`src/rtl/odd_even_switch_allocator.sv`:
```
`default_nettype none
// ============================================================================
// Module   : odd_even_switch_allocator
// Purpose  : Wormhole switch allocator for one odd-even router. Each input
//            that holds a head flit picks one permitted output: the free,
//            credited output with the most credits, with ties going to the
//            lowest index. Conflicting picks on an output are resolved
//            round-robin. The winning input keeps the output until its tail
//            flit. Downstream credits are tracked per output, and the
//            allocator drives the crossbar select.
// Ports    : i_clk, i_reset (async, active-high)
//            i_valid/i_head/i_tail [N]  flit presence and framing per input
//            i_cand [N*N]               [i*N+o] output o permitted for input i
//            i_credit_return [N]        downstream slot freed, per output
//            o_grant [N]                input i's flit is forwarded (pop it)
//            o_xbar_valid [N]           output o carries a flit
//            o_xbar_sel [N*log2N]       input index driving output o
//            o_err                      sticky protocol-error flag
// Revision : 1.0 - initial release
// ============================================================================
module odd_even_switch_allocator #(
    parameter int N     = 5,
    parameter int DEPTH = 4
) (
    input  logic                     i_clk,
    input  logic                     i_reset,
    input  logic [N-1:0]             i_valid,
    input  logic [N-1:0]             i_head,
    input  logic [N-1:0]             i_tail,
    input  logic [N*N-1:0]           i_cand,
    input  logic [N-1:0]             i_credit_return,
    output logic [N-1:0]             o_grant,
    output logic [N-1:0]             o_xbar_valid,
    output logic [N*$clog2(N)-1:0]   o_xbar_sel,
    output logic                     o_err
);

    localparam int c_SW = $clog2(N);
    localparam int c_CW = $clog2(DEPTH + 1);
    localparam logic [c_CW-1:0] c_FULL = c_CW'(DEPTH);

    // ---------------------------------------------------------------- state
    logic [N-1:0]     r_lock;            // per output: owned by an input
    logic [c_SW-1:0]  r_owner  [N];      // per output: owning input
    logic [c_CW-1:0]  r_credit [N];      // per output: free downstream slots
    logic [c_SW-1:0]  r_rr     [N];      // per output: round-robin start
    logic             r_err;

    // ------------------------------------------------------------ combinational
    logic [N-1:0]     w_owns;            // per input: currently owns an output
    logic [c_SW-1:0]  w_owned_out [N];   // per input: which output it owns
    logic [N-1:0]     w_pick_vld;        // per input: head found an eligible output
    logic [c_SW-1:0]  w_pick [N];        // per input: chosen output
    logic [N-1:0]     w_gnt;             // per input
    logic [N-1:0]     w_xv;              // per output
    logic [c_SW-1:0]  w_sel [N];         // per output
    logic [N-1:0]     w_head_win;        // per output: granted flit is a new head
    logic             w_err_evt;

    // Invert the per-output lock table into a per-input view.
    always_comb begin
        w_owns = '0;
        for (int i = 0; i < N; i++) begin
            w_owned_out[i] = '0;
        end
        for (int o = 0; o < N; o++) begin
            for (int i = 0; i < N; i++) begin
                if (r_lock[o] && (r_owner[o] == c_SW'(i))) begin
                    w_owns[i]      = 1'b1;
                    w_owned_out[i] = c_SW'(o);
                end
            end
        end
    end

    // Head selection. A strict compare keeps the lowest index on equal credit.
    // An input that already owns an output has its head ignored.
    always_comb begin
        logic [c_CW-1:0] best;
        best       = '0;
        w_pick_vld = '0;
        for (int i = 0; i < N; i++) begin
            w_pick[i] = '0;
            best      = '0;
            if (i_valid[i] && i_head[i] && !w_owns[i]) begin
                for (int o = 0; o < N; o++) begin
                    if (i_cand[i*N + o] && !r_lock[o] && (r_credit[o] != '0) &&
                        (!w_pick_vld[i] || (r_credit[o] > best))) begin
                        w_pick_vld[i] = 1'b1;
                        w_pick[i]     = c_SW'(o);
                        best          = r_credit[o];
                    end
                end
            end
        end
    end

    // Output arbitration for heads, then exclusive owner traffic. A head can
    // only target a free output and body flits only their locked output, so
    // the two sources never collide on the same output.
    always_comb begin
        logic [c_SW:0] idx;
        idx        = '0;
        w_gnt      = '0;
        w_xv       = '0;
        w_head_win = '0;
        for (int o = 0; o < N; o++) begin
            w_sel[o] = '0;
        end
        for (int o = 0; o < N; o++) begin
            if (!r_lock[o]) begin
                for (int k = 0; k < N; k++) begin
                    idx = {1'b0, r_rr[o]} + (c_SW+1)'(k);
                    if (idx >= (c_SW+1)'(N)) begin
                        idx = idx - (c_SW+1)'(N);
                    end
                    if (!w_xv[o] && w_pick_vld[idx[c_SW-1:0]] &&
                        (w_pick[idx[c_SW-1:0]] == c_SW'(o))) begin
                        w_xv[o]                = 1'b1;
                        w_head_win[o]          = 1'b1;
                        w_sel[o]               = idx[c_SW-1:0];
                        w_gnt[idx[c_SW-1:0]]   = 1'b1;
                    end
                end
            end
        end
        for (int i = 0; i < N; i++) begin
            if (i_valid[i] && !i_head[i] && w_owns[i] &&
                (r_credit[w_owned_out[i]] != '0)) begin
                w_gnt[i]              = 1'b1;
                w_xv[w_owned_out[i]]  = 1'b1;
                w_sel[w_owned_out[i]] = c_SW'(i);
            end
        end
    end

    // Protocol violations that raise the sticky error flag.
    always_comb begin
        w_err_evt = 1'b0;
        for (int o = 0; o < N; o++) begin
            if (i_credit_return[o] && (r_credit[o] == c_FULL) && !w_xv[o]) begin
                w_err_evt = 1'b1;
            end
        end
        for (int i = 0; i < N; i++) begin
            if (i_valid[i] && !i_head[i] && !w_owns[i]) begin
                w_err_evt = 1'b1;
            end
            if (i_valid[i] && i_head[i] && w_owns[i]) begin
                w_err_evt = 1'b1;
            end
        end
    end

    // Outputs are forced quiet for as long as reset is held.
    always_comb begin
        o_grant      = i_reset ? '0 : w_gnt;
        o_xbar_valid = i_reset ? '0 : w_xv;
        o_xbar_sel   = '0;
        for (int o = 0; o < N; o++) begin
            if (!i_reset && w_xv[o]) begin
                o_xbar_sel[o*c_SW +: c_SW] = w_sel[o];
            end
        end
    end

    assign o_err = r_err;

    // ----------------------------------------------------------- state update
    always_ff @(posedge i_clk or posedge i_reset) begin
        if (i_reset) begin
            r_lock <= '0;
            r_err  <= 1'b0;
            for (int o = 0; o < N; o++) begin
                r_owner[o]  <= '0;
                r_credit[o] <= c_FULL;
                r_rr[o]     <= '0;
            end
        end else begin
            for (int o = 0; o < N; o++) begin
                // A tail (including a single-flit head&tail) releases the
                // output. Only a multi-flit head takes the lock.
                if (w_xv[o]) begin
                    if (i_tail[w_sel[o]]) begin
                        r_lock[o] <= 1'b0;
                    end else if (w_head_win[o]) begin
                        r_lock[o]  <= 1'b1;
                        r_owner[o] <= w_sel[o];
                    end
                end
                if (w_head_win[o]) begin
                    r_rr[o] <= (w_sel[o] == c_SW'(N-1)) ? '0 : w_sel[o] + 1'b1;
                end
                // A forward and a return in the same cycle cancel. A
                // return while already full is dropped and flagged.
                if (w_xv[o] && !i_credit_return[o]) begin
                    r_credit[o] <= r_credit[o] - 1'b1;
                end else if (!w_xv[o] && i_credit_return[o] && (r_credit[o] != c_FULL)) begin
                    r_credit[o] <= r_credit[o] + 1'b1;
                end
            end
            if (w_err_evt) begin
                r_err <= 1'b1;
            end
        end
    end

endmodule
`default_nettype wire

```
`config.mk`:
```
export PLATFORM = sky130hd
export DESIGN_NAME = odd_even_switch_allocator
export DESIGN_NICKNAME = d
export VERILOG_FILES = /design/src/rtl/odd_even_switch_allocator.sv
export SDC_FILE = /design/constraint.sdc
export NUM_CORES = 1
export LEC_CHECK = 0
export CORE_AREA = 2 2 174 210
export DETAILED_ROUTE_END_ITERATION = 12
export DIE_AREA = 0 0 176 212
export SETUP_SLACK_MARGIN = 0.1
export SYNTH_ARGS = -nofsm -noshare
export SYNTH_HDL_FRONTEND = slang
export SYNTH_SLANG_ARGS = --single-unit
```
`constraint.sdc`:
```
create_clock -name i_clk -period 22.5 [get_ports i_clk]
set_input_delay 2.25 -clock i_clk [delete_from_list [all_inputs] [get_ports i_clk]]
set_output_delay 2.25 -clock i_clk [all_outputs]
set_load 0.05 [all_outputs]
```
# Word level (Yosys, flattened, before mapping)
# Cells that the tools add are included.
# word_totals
out_inout_bits	26
wordCells	1372
in_bits	47
regBits	51
# op_classes
reduce_logical	366
order_cmp	145
n_addsub	60
mux	647
n_bitwise	78
eq_ne	55
# op_table
operator	n
2-to-1 mux 3 bit	238
2-to-1 mux 5 bit	57
binary-select mux 3 bit (select 3 bit)	30
2-to-1 mux 1 bit	250
logical AND 1 bit	240
bitwise OR 5 bit	32
less-than comparator 3 x 4 -> 1 bit (second input constant)	35
>= comparator 4 bit (second input constant)	30
NOT 3 -> 4 bit	30
binary-select mux 1 bit (select 3 bit)	30
demux 1 bit (select 3 bit)	30
>= comparator 3 x 1 -> 1 bit (second input constant)	30
>= comparator 4 x 3 -> 1 bit (second input constant)	20
2-to-1 mux 15 bit	5
subtractor 3 bit (second input constant)	25
logical NOT 1 bit	66
== test 3 x 2 -> 1 bit (second input constant)	20
== test 3 bit (second input constant)	20
> comparator 3 bit	20
demux 3 bit (select 3 bit)	5
adder 3 x 2 -> 4 bit (second input constant)	10
adder 3 x 1 -> 3 bit (second input constant)	10
bitwise AND 10 bit	3
== test 3 x 1 -> 1 bit (second input constant)	10
other kinds (20)	105

# Logic depth before layout (Yosys ltp)
# depth
word_depth	119
depth_mapped	45
depth_no_buf	42

# Worst setup path after synthesis
# Ideal clock, no wire load.
# synth_timing
kind	in2out
from	input i_cand[15]
to	output o_xbar_sel[3]
required_time_ps	20250
cell_stages	35
t_arrival_ps	10023
path_slack_ps	10227
n_path_buf	2
path_cell_list	nor2b_1 > nand2_1 > ha_1 > a211o_1 > a21oi_1 > or2_0 > nand3_1 > o21ai_0 > inv_1 > ha_1 > a211oi_1 > o21ai_0 > nand2_1 > mux2_2 > ha_1 > nand3_1 > o21ai_0 > o22a_1 > nor2_1 > nor2_1 > a21oi_1 > ha_1 > a211oi_1 > nor3_1 > a211oi_1 > and3_4 > a21oi_1 > a211oi_2 > nand3b_4 > or3_1 > clkbuf_1 > inv_1 > and2_1 > clkbuf_1 > nor3_1
# synth_via
elab_chain_len	63
elab_cells_between_ends	122
classes_between	order compare (4); eq/ne (5); mux (75); bitwise (10); reduce/logical (28)
# synth_rtl
item	line	text
start, declared	30	input logic [N*N-1:0] i_cand,
logical AND 1 bit * (2 in a row)	87	if (i_cand[i*N + o] && !r_lock[o] && (r_credit[o] != '0) &&
2-to-1 mux 3 bit or 2-to-1 mux 1 bit (tied branches)	87	
2-to-1 mux 3 bit or 2-to-1 mux 1 bit (tied branches)	85	if (i_valid[i] && i_head[i] && !w_owns[i]) begin
> comparator 3 bit or logical NOT 1 bit (tied branches)	88	(!w_pick_vld[i] || (r_credit[o] > best))) begin
logical OR 1 bit	88	
logical AND 1 bit	87	
2-to-1 mux 3 bit or 2-to-1 mux 1 bit (tied branches)	87	
2-to-1 mux 3 bit or 2-to-1 mux 1 bit (tied branches)	85	
[46 not listed]	-	
bitwise OR 5 bit (no line)	-	
2-to-1 mux 5 bit	128	if (i_valid[i] && !i_head[i] && w_owns[i] &&
bitwise OR 5 bit (no line)	-	
2-to-1 mux 5 bit	128	
bitwise OR 5 bit (no line)	-	
2-to-1 mux 5 bit	128	
logical AND 1 bit	161	if (!i_reset && w_xv[o]) begin
2-to-1 mux 3 bit *	161	
end, declared	34	output logic [N*$clog2(N)-1:0] o_xbar_sel,
# Mark *: on every way between the ends. The rest lies on a longest branch, timed or not. The select of a mux whose other input is x is not followed.

# Worst setup path after layout
# layout_timing
from	input i_cand[15]
to	output o_grant[1]
# layout_via
elab_chain_len	113
elab_cells_between_ends	372
classes_between	order compare (4); eq/ne (20); mux (240); bitwise (24); reduce/logical (84)
# layout_rtl
item	line	text
logical AND 1 bit * (2 in a row)	87	
2-to-1 mux 3 bit or 2-to-1 mux 1 bit (tied branches)	87	
2-to-1 mux 3 bit or 2-to-1 mux 1 bit (tied branches)	85	
> comparator 3 bit or logical NOT 1 bit (tied branches)	88	
logical OR 1 bit	88	
logical AND 1 bit	87	
2-to-1 mux 3 bit or 2-to-1 mux 1 bit (tied branches)	87	
2-to-1 mux 3 bit or 2-to-1 mux 1 bit (tied branches)	85	
[96 not listed]	-	
bitwise OR 5 bit (no line)	-	
2-to-1 mux 5 bit	117	if (!w_xv[o] && w_pick_vld[idx[c_SW-1:0]] &&
2-to-1 mux 5 bit	111	if (!r_lock[o]) begin
bitwise OR 5 bit (no line)	-	
2-to-1 mux 5 bit	117	
2-to-1 mux 5 bit *	111	
2-to-1 mux 1 bit *	128	
2-to-1 mux 5 bit *	157	o_grant = i_reset ? '0 : w_gnt;
end, declared	32	output logic [N-1:0] o_grant,
# Marks and branches as above.

==> impl_metrics.json <==
{
  "synthesis.area_um2": 14000,
  "cp_slowest_stage_delay_ns": 0.86,
  "yosys-top-cells-area": "ha_1, dfrtp_1, nand2_1",
  "synthSimpleGateAreaFrac": 0.335,
  "ys.flop_type": "dfrtp_1",
  "routed_wl_um": 73200,
  "muxShareOfSynthArea": 0.0541,
  "grt_first_pass_wirelength_um": 106000,
  "gp_congestion": 1.02,
  "grt_util_all_layers": 0.386,
  "hpwlAfterDp_um": 61100,
  "drt_iter0_markers": 1861,
  "critPathMaxFanout": 9,
  "hold_violations": 0,
  "hold_path_depth": 1,
  "antenna_found_initial": 1,
  "cts_tree": "built",
  "synth_seq_cells": 51,
  "crit_path_start_kind": "primary input",
  "status": "complete, no violations",
  "start_util": 0.393,
  "clk_pin_slew_ns": 0.09,
  "grt_max_degree": 30,
  "cts_htree_levels": 2,
  "drt-wirelength-per-cell_um": 29.7,
  "pin_count": 73,
  "synth_xor_area_frac": 0.0345,
  "worstSetupPathType": "primary input to output port",
  "num-fill-cells": 3726,
  "grt_pass1_vias": 15700,
  "core_um2": 35500,
  "critical_path_arrival_ns": 12.89,
  "setup_violations": 0,
  "fin_worst_skew_ns": 0.0132,
  "synth.top_cell.area_share": 0.0986,
  "syn_area_per_cell_um2": 7.04,
  "period_share": 0.673,
  "numCtsBuffers": 5,
  "viasPerCell": 6.83,
  "hp-class": "flop to flop",
  "cp_num_buf_inv": 4,
  "cts_resized": 0,
  "yosysTopAreaCell": "ha_1",
  "row_count": 76,
  "drv_slew": 0,
  "rsz0062_at_grt": "false",
  "die-area_um2": 37300,
  "syn-num-nets": 2150,
  "synth_cell_types": 122,
  "timing_worst_slew_pin_value_ns": 1.30,
  "synth_cells": 1983,
  "synth.most_common_cell": "nand2_1",
  "area_growth_pct": 9.40,
  "async_flop_share": 1.00,
  "cp-end-kind": "output port",
  "fp.dieW_um": 176,
  "postRouteAntennaNets": 0,
  "yosysWarnings": 0,
  "fmax_mhz": 66.0,
  "firstDrtPassIters": 5,
  "maxSlewHeadroom": 0.127,
  "grt_overflow": 0,
  "clock_latency_ns": 0.33,
  "worstRegToRegCells": 38,
  "path_depth": 38,
  "cp_slowest_cell": "clkdlybuf4s50_1",
  "cp.required_ns": 20.25,
  "min_period_ns": 15.14,
  "cts_max_path_buffers": 2,
  "cts_hold_buf": 0,
  "synth_top_family_by_area": "simple AND/OR/NAND/NOR gates",
  "max-cap-violations": 0,
  "die_y_um": 212,
  "tns_ns": 0,
  "layout.nets": 2164,
  "layout-drive-gt1-share": 0.0716,
  "synth_common_cells": "nand2_1, nor2_1, inv_1, o21ai_0, a21oi_1",
  "synthAdderAreaFrac": 0.113,
  "synth_edf_count": 0,
  "post_cts_buffers": 0,
  "port-buffer-count": 72,
  "clkSinkCount": 51,
  "seq_area_frac_synth": 0.0919,
  "drc": 0,
  "synth-compound-area-share": 0.312,
  "vias": 16800,
  "clockRootBuffer": "clkbuf_16",
  "crit_family": "simple AND/OR/NAND/NOR gates"
}
through the flow:
step                      instances  hold slack, ns  utilization  cell area [um^2]  setup WS (ns)
after floorplan                1983           0.548            -             14000          10.23
after global placement         2457           0.615        0.425             15100           7.70
after detailed placement       2458           0.623        0.425             15100           7.71
after CTS                      2466           0.643        0.430             15300           7.71
after global routing           2466           0.690        0.430             15300           6.86
final                          2467           0.645        0.430             15300           7.36
flip-flops by register name, indices dropped and copies added, names as in the netlist:
signal    count
r_credit     15
r_lock        5
r_rr         15
r_owner      15
o_err         1
final timing paths:
check	startpoint	end	slack, ns
min in group asynchronous	i_reset	r_owner[11]	2.99
worst min register to register	r_owner[10]	r_owner[10]	0.64
max in group asynchronous	i_reset	r_credit[8]	18.62
worst min-delay path	r_owner[10]	r_owner[10]	0.64
worst max-delay path	i_cand[15]	o_grant[1]	7.36
worst max register to register	r_lock[0]	r_credit[8]	11.77
worst register-to-register path: cells and delay by family, from the launching register on:
| family | cells | cell delay [ns] |
|---|---|---|
| AO/OA/AOI/OAI | 13 | 3.06 |
| AND/OR/NAND/NOR | 17 | 5.26 |
| buffers and inverters | 2 | 0.12 |
| multiplexers | 1 | 0.40 |
| flip-flops | 1 | 0.60 |
| adder cells (fa/ha/maj) | 5 | 1.20 |
placed cells by master (no fill, tap or decap), types with 25 or more instances in the layout:
master and count:
nand2_1 191, a31oi_1 38, o21ai_0 120, inv_1 119, nand3_1 103, mux2i_1 45, nor2_1 166, clkdlybuf4s50_1 72
a211oi_1 46, xnor2_1 50, and3_1 37, ha_1 110, a21oi_1 112, and2_1 25, nand2b_1 35, dfrtp_1 46
or3_1 25, nor3_1 76
cell families (layout without fill, tap and decap cells):
kind of cell | count (synthesis) | in the layout
AOI/OAI and AO/OA | 619 | 619
xor gates and xnor gates | 55 | 55
adders and majority gates | 120 | 120
buffers and inverters | 211 | 226
DFF | 51 | 51
muxes | 68 | 68
other | 0 | 1
and+or+nand+nor | 859 | 859
layer usage:
layer / GRT usage / wire length, um / part of all wire
met1: 0.480 / 29600 / 0.40
met2: 0.643 / 33800 / 0.46
met3: 0.0517 / 4980 / 0.068
met4: 0.220 / 4800 / 0.066
met5: 0 / 0 / 0
area by class of cell:
cell class | count | area [um^2] | area share
Sequential cell | 51 | 1280 | 0.0840
Tap cell | 468 | 586 | 0.0384
Inverter | 126 | 473 | 0.0310
Clock buffer | 5 | 125 | 0.00820
Timing Repair Buffer | 92 | 868 | 0.0569
Multi-Input combinational cell | 1721 | 11900 | 0.777
Clock inverter | 3 | 71.3 | 0.00467
Antenna cell | 1 | 2.50 | 0.000164
Power is not shown: default switching activity piles up to over one toggle a cycle in this logic, so the estimate is an artifact.
==> RTL edit, RTL diff (same settings) <==
Set the parameter `DEPTH` to 2 (it was 4).
--- a/src/rtl/odd_even_switch_allocator.sv
+++ b/src/rtl/odd_even_switch_allocator.sv
@@ -20,7 +20,7 @@
 // ============================================================================
 module odd_even_switch_allocator #(
     parameter int N     = 5,
-    parameter int DEPTH = 4
+    parameter int DEPTH = 2
 ) (
     input  logic                     i_clk,
     input  logic                     i_reset,
Behaviour: not the same (Yosys sat finds a counterexample within 4 cycles, from zero or initial values and one cycle with i_reset high).
==> RTL edit against the original RTL <==
Synthesized area decreased by 4.7%; largest cell class unchanged; synthesized cell count shrank 3.2%; worst setup slack gained 0.063 ns; cell area decreased by 3.5%; wire length shrank 0.20%; fmax is 0.42% higher; sequential cell count down 5.
Power is not shown: default switching activity piles up to over one toggle a cycle in this logic, so the estimate is an artifact.
==> RTL edit: results (changes against the original RTL) <==
status=finished clean; initial antenna violation count=1 (unchanged); Detail Placement HPWL=59600 um (-2.5%); Async SR Flop Fraction=1.00 (unchanged); Total Routed Length=73100 um (-0.20%); total number of vias=16740 (-0.64%); Longest Clk Path Bufs=2 (unchanged); port bufs=72 (unchanged); max incr delay on CP=1.01 ns (+0.15 ns); Mapped Nets=2061 (-4.1%); reg2reg path depth=33 (-13%); pre-CTS setup slack=7.70 ns (-0.0146 ns); first-pass GRT wire length=105000 um (-0.59%); share of layout cells above drive strength 1=0.0750 (+0.00343); Worst-path clk slew=0.09 ns (about the same); GPL Wtd Cong=1.07 (+4.1%); clock skew=0.0194 ns (+0.00621 ns); TritonCTS Buffers=5 (unchanged); die area=37300 um^2 (unchanged); hold path cells=1 (unchanged); Pre-antenna DRT Iters=6 (+1); Max Fanout on Critical Path=7 (-2); most common flop cell mapped by yosys=dfrtp_1; # H-tree levels=2 (unchanged); HP Class=flip-flop to flip-flop; biggest regs=r_owner (15), r_rr (15), r_credit (10); 1st-iter DRT viols=2085 (+12%); CTS resizes=0 (unchanged); Clock Tree Root=clkbuf_16; gr usage total=0.383 (-0.00309); synthesized-area fraction occupied by adder cells=0.0922 (-0.0208); CP arrival=12.83 ns (-0.06 ns); fill count=3808 (+2.2%); dominant cells by area after synthesis=ha_1 (8.5%), dfrtp_1 (7.7%), nand2_1 (5.4%); yosys warns=0 (unchanged); pin count of the biggest net entering global routing=38 (+27%); count of cell types in the netlist=115 (-5.7%); Tightest Pin Transition=1.25 ns (-0.0454 ns); slowest CP cell=a21boi_0; number of global-route vias before repair=15558 (-1.1%); complex-gate fraction of the synthesized area=0.355 (+0.0434); postcts setup bufs=0 (unchanged); post-synthesis mux area share=0.0473 (-0.00673); sequential-to-total area share from yosys stat=0.0870 (-0.00486); Skew-Pair Late Insertion Delay=0.33 ns (about the same); XOR/XNOR Fraction of Synth Area=0.0316 (-0.00290); Synth top cells by count=nand2_1 (192), nor2_1 (182), a21oi_1 (138)
==> RTL edit: worst paths after layout <==
check / slack (ns) / from / to
min reg2reg: 0.58 / r_credit[9] / r_credit[9]
min: 0.58 / r_credit[9] / r_credit[9]
min in group asynchronous: 2.93 / i_reset / r_owner[9]
max reg2reg: 11.06 / r_credit[9] / r_owner[10]
max in group asynchronous: 18.64 / i_reset / r_rr[7]
max: 7.42 / i_cand[20] / o_xbar_sel[3]
==> RTL edit: layer usage <==
layer,GRT usage,share of wire,wire (um),vias up
li1,-,-,-,7493
met1,0.483,0.40,29500,8143
met2,0.627,0.45,33100,884
met3,0.0492,0.074,5390,220
met4,0.226,0.068,5000,0
met5,0,0,0,-
==> RTL edit: cell type report <==
| cell class | count | area, um^2 | share of cell area |
|---|---|---|---|
| antenna | 1 | 2.50 | 0.000170 |
| clock buffer | 5 | 125 | 0.00850 |
| clock inverter | 3 | 26.3 | 0.00178 |
| inverter | 83 | 312 | 0.0212 |
| multi-input combinational | 1713 | 11500 | 0.782 |
| sequential | 46 | 1160 | 0.0786 |
| tap | 468 | 586 | 0.0398 |
| timing repair buffer | 110 | 1010 | 0.0683 |
==> RTL edit: worst max-delay path, delay by kind of cell <==
kind	cells	cell delay, ns
multiplexers	1	0.36
buffers and inverters	3	1.57
AND/OR/NAND/NOR	10	2.03
adder cells (fa/ha/maj)	4	1.09
AO/OA/AOI/OAI	15	5.51
==> RTL edit: metrics by stage <==
stage / cell area [um^2] / hold WS, ns / instances / util
2_1_floorplan: 13300 / 0.536 / 1919 / -
3_3_place_gp: 14600 / 0.559 / 2420 / 0.411
3_5_place_dp: 14600 / 0.563 / 2420 / 0.411
4_1_cts: 14700 / 0.576 / 2428 / 0.415
5_1_grt: 14700 / 0.595 / 2428 / 0.415
6_report: 14700 / 0.584 / 2429 / 0.415
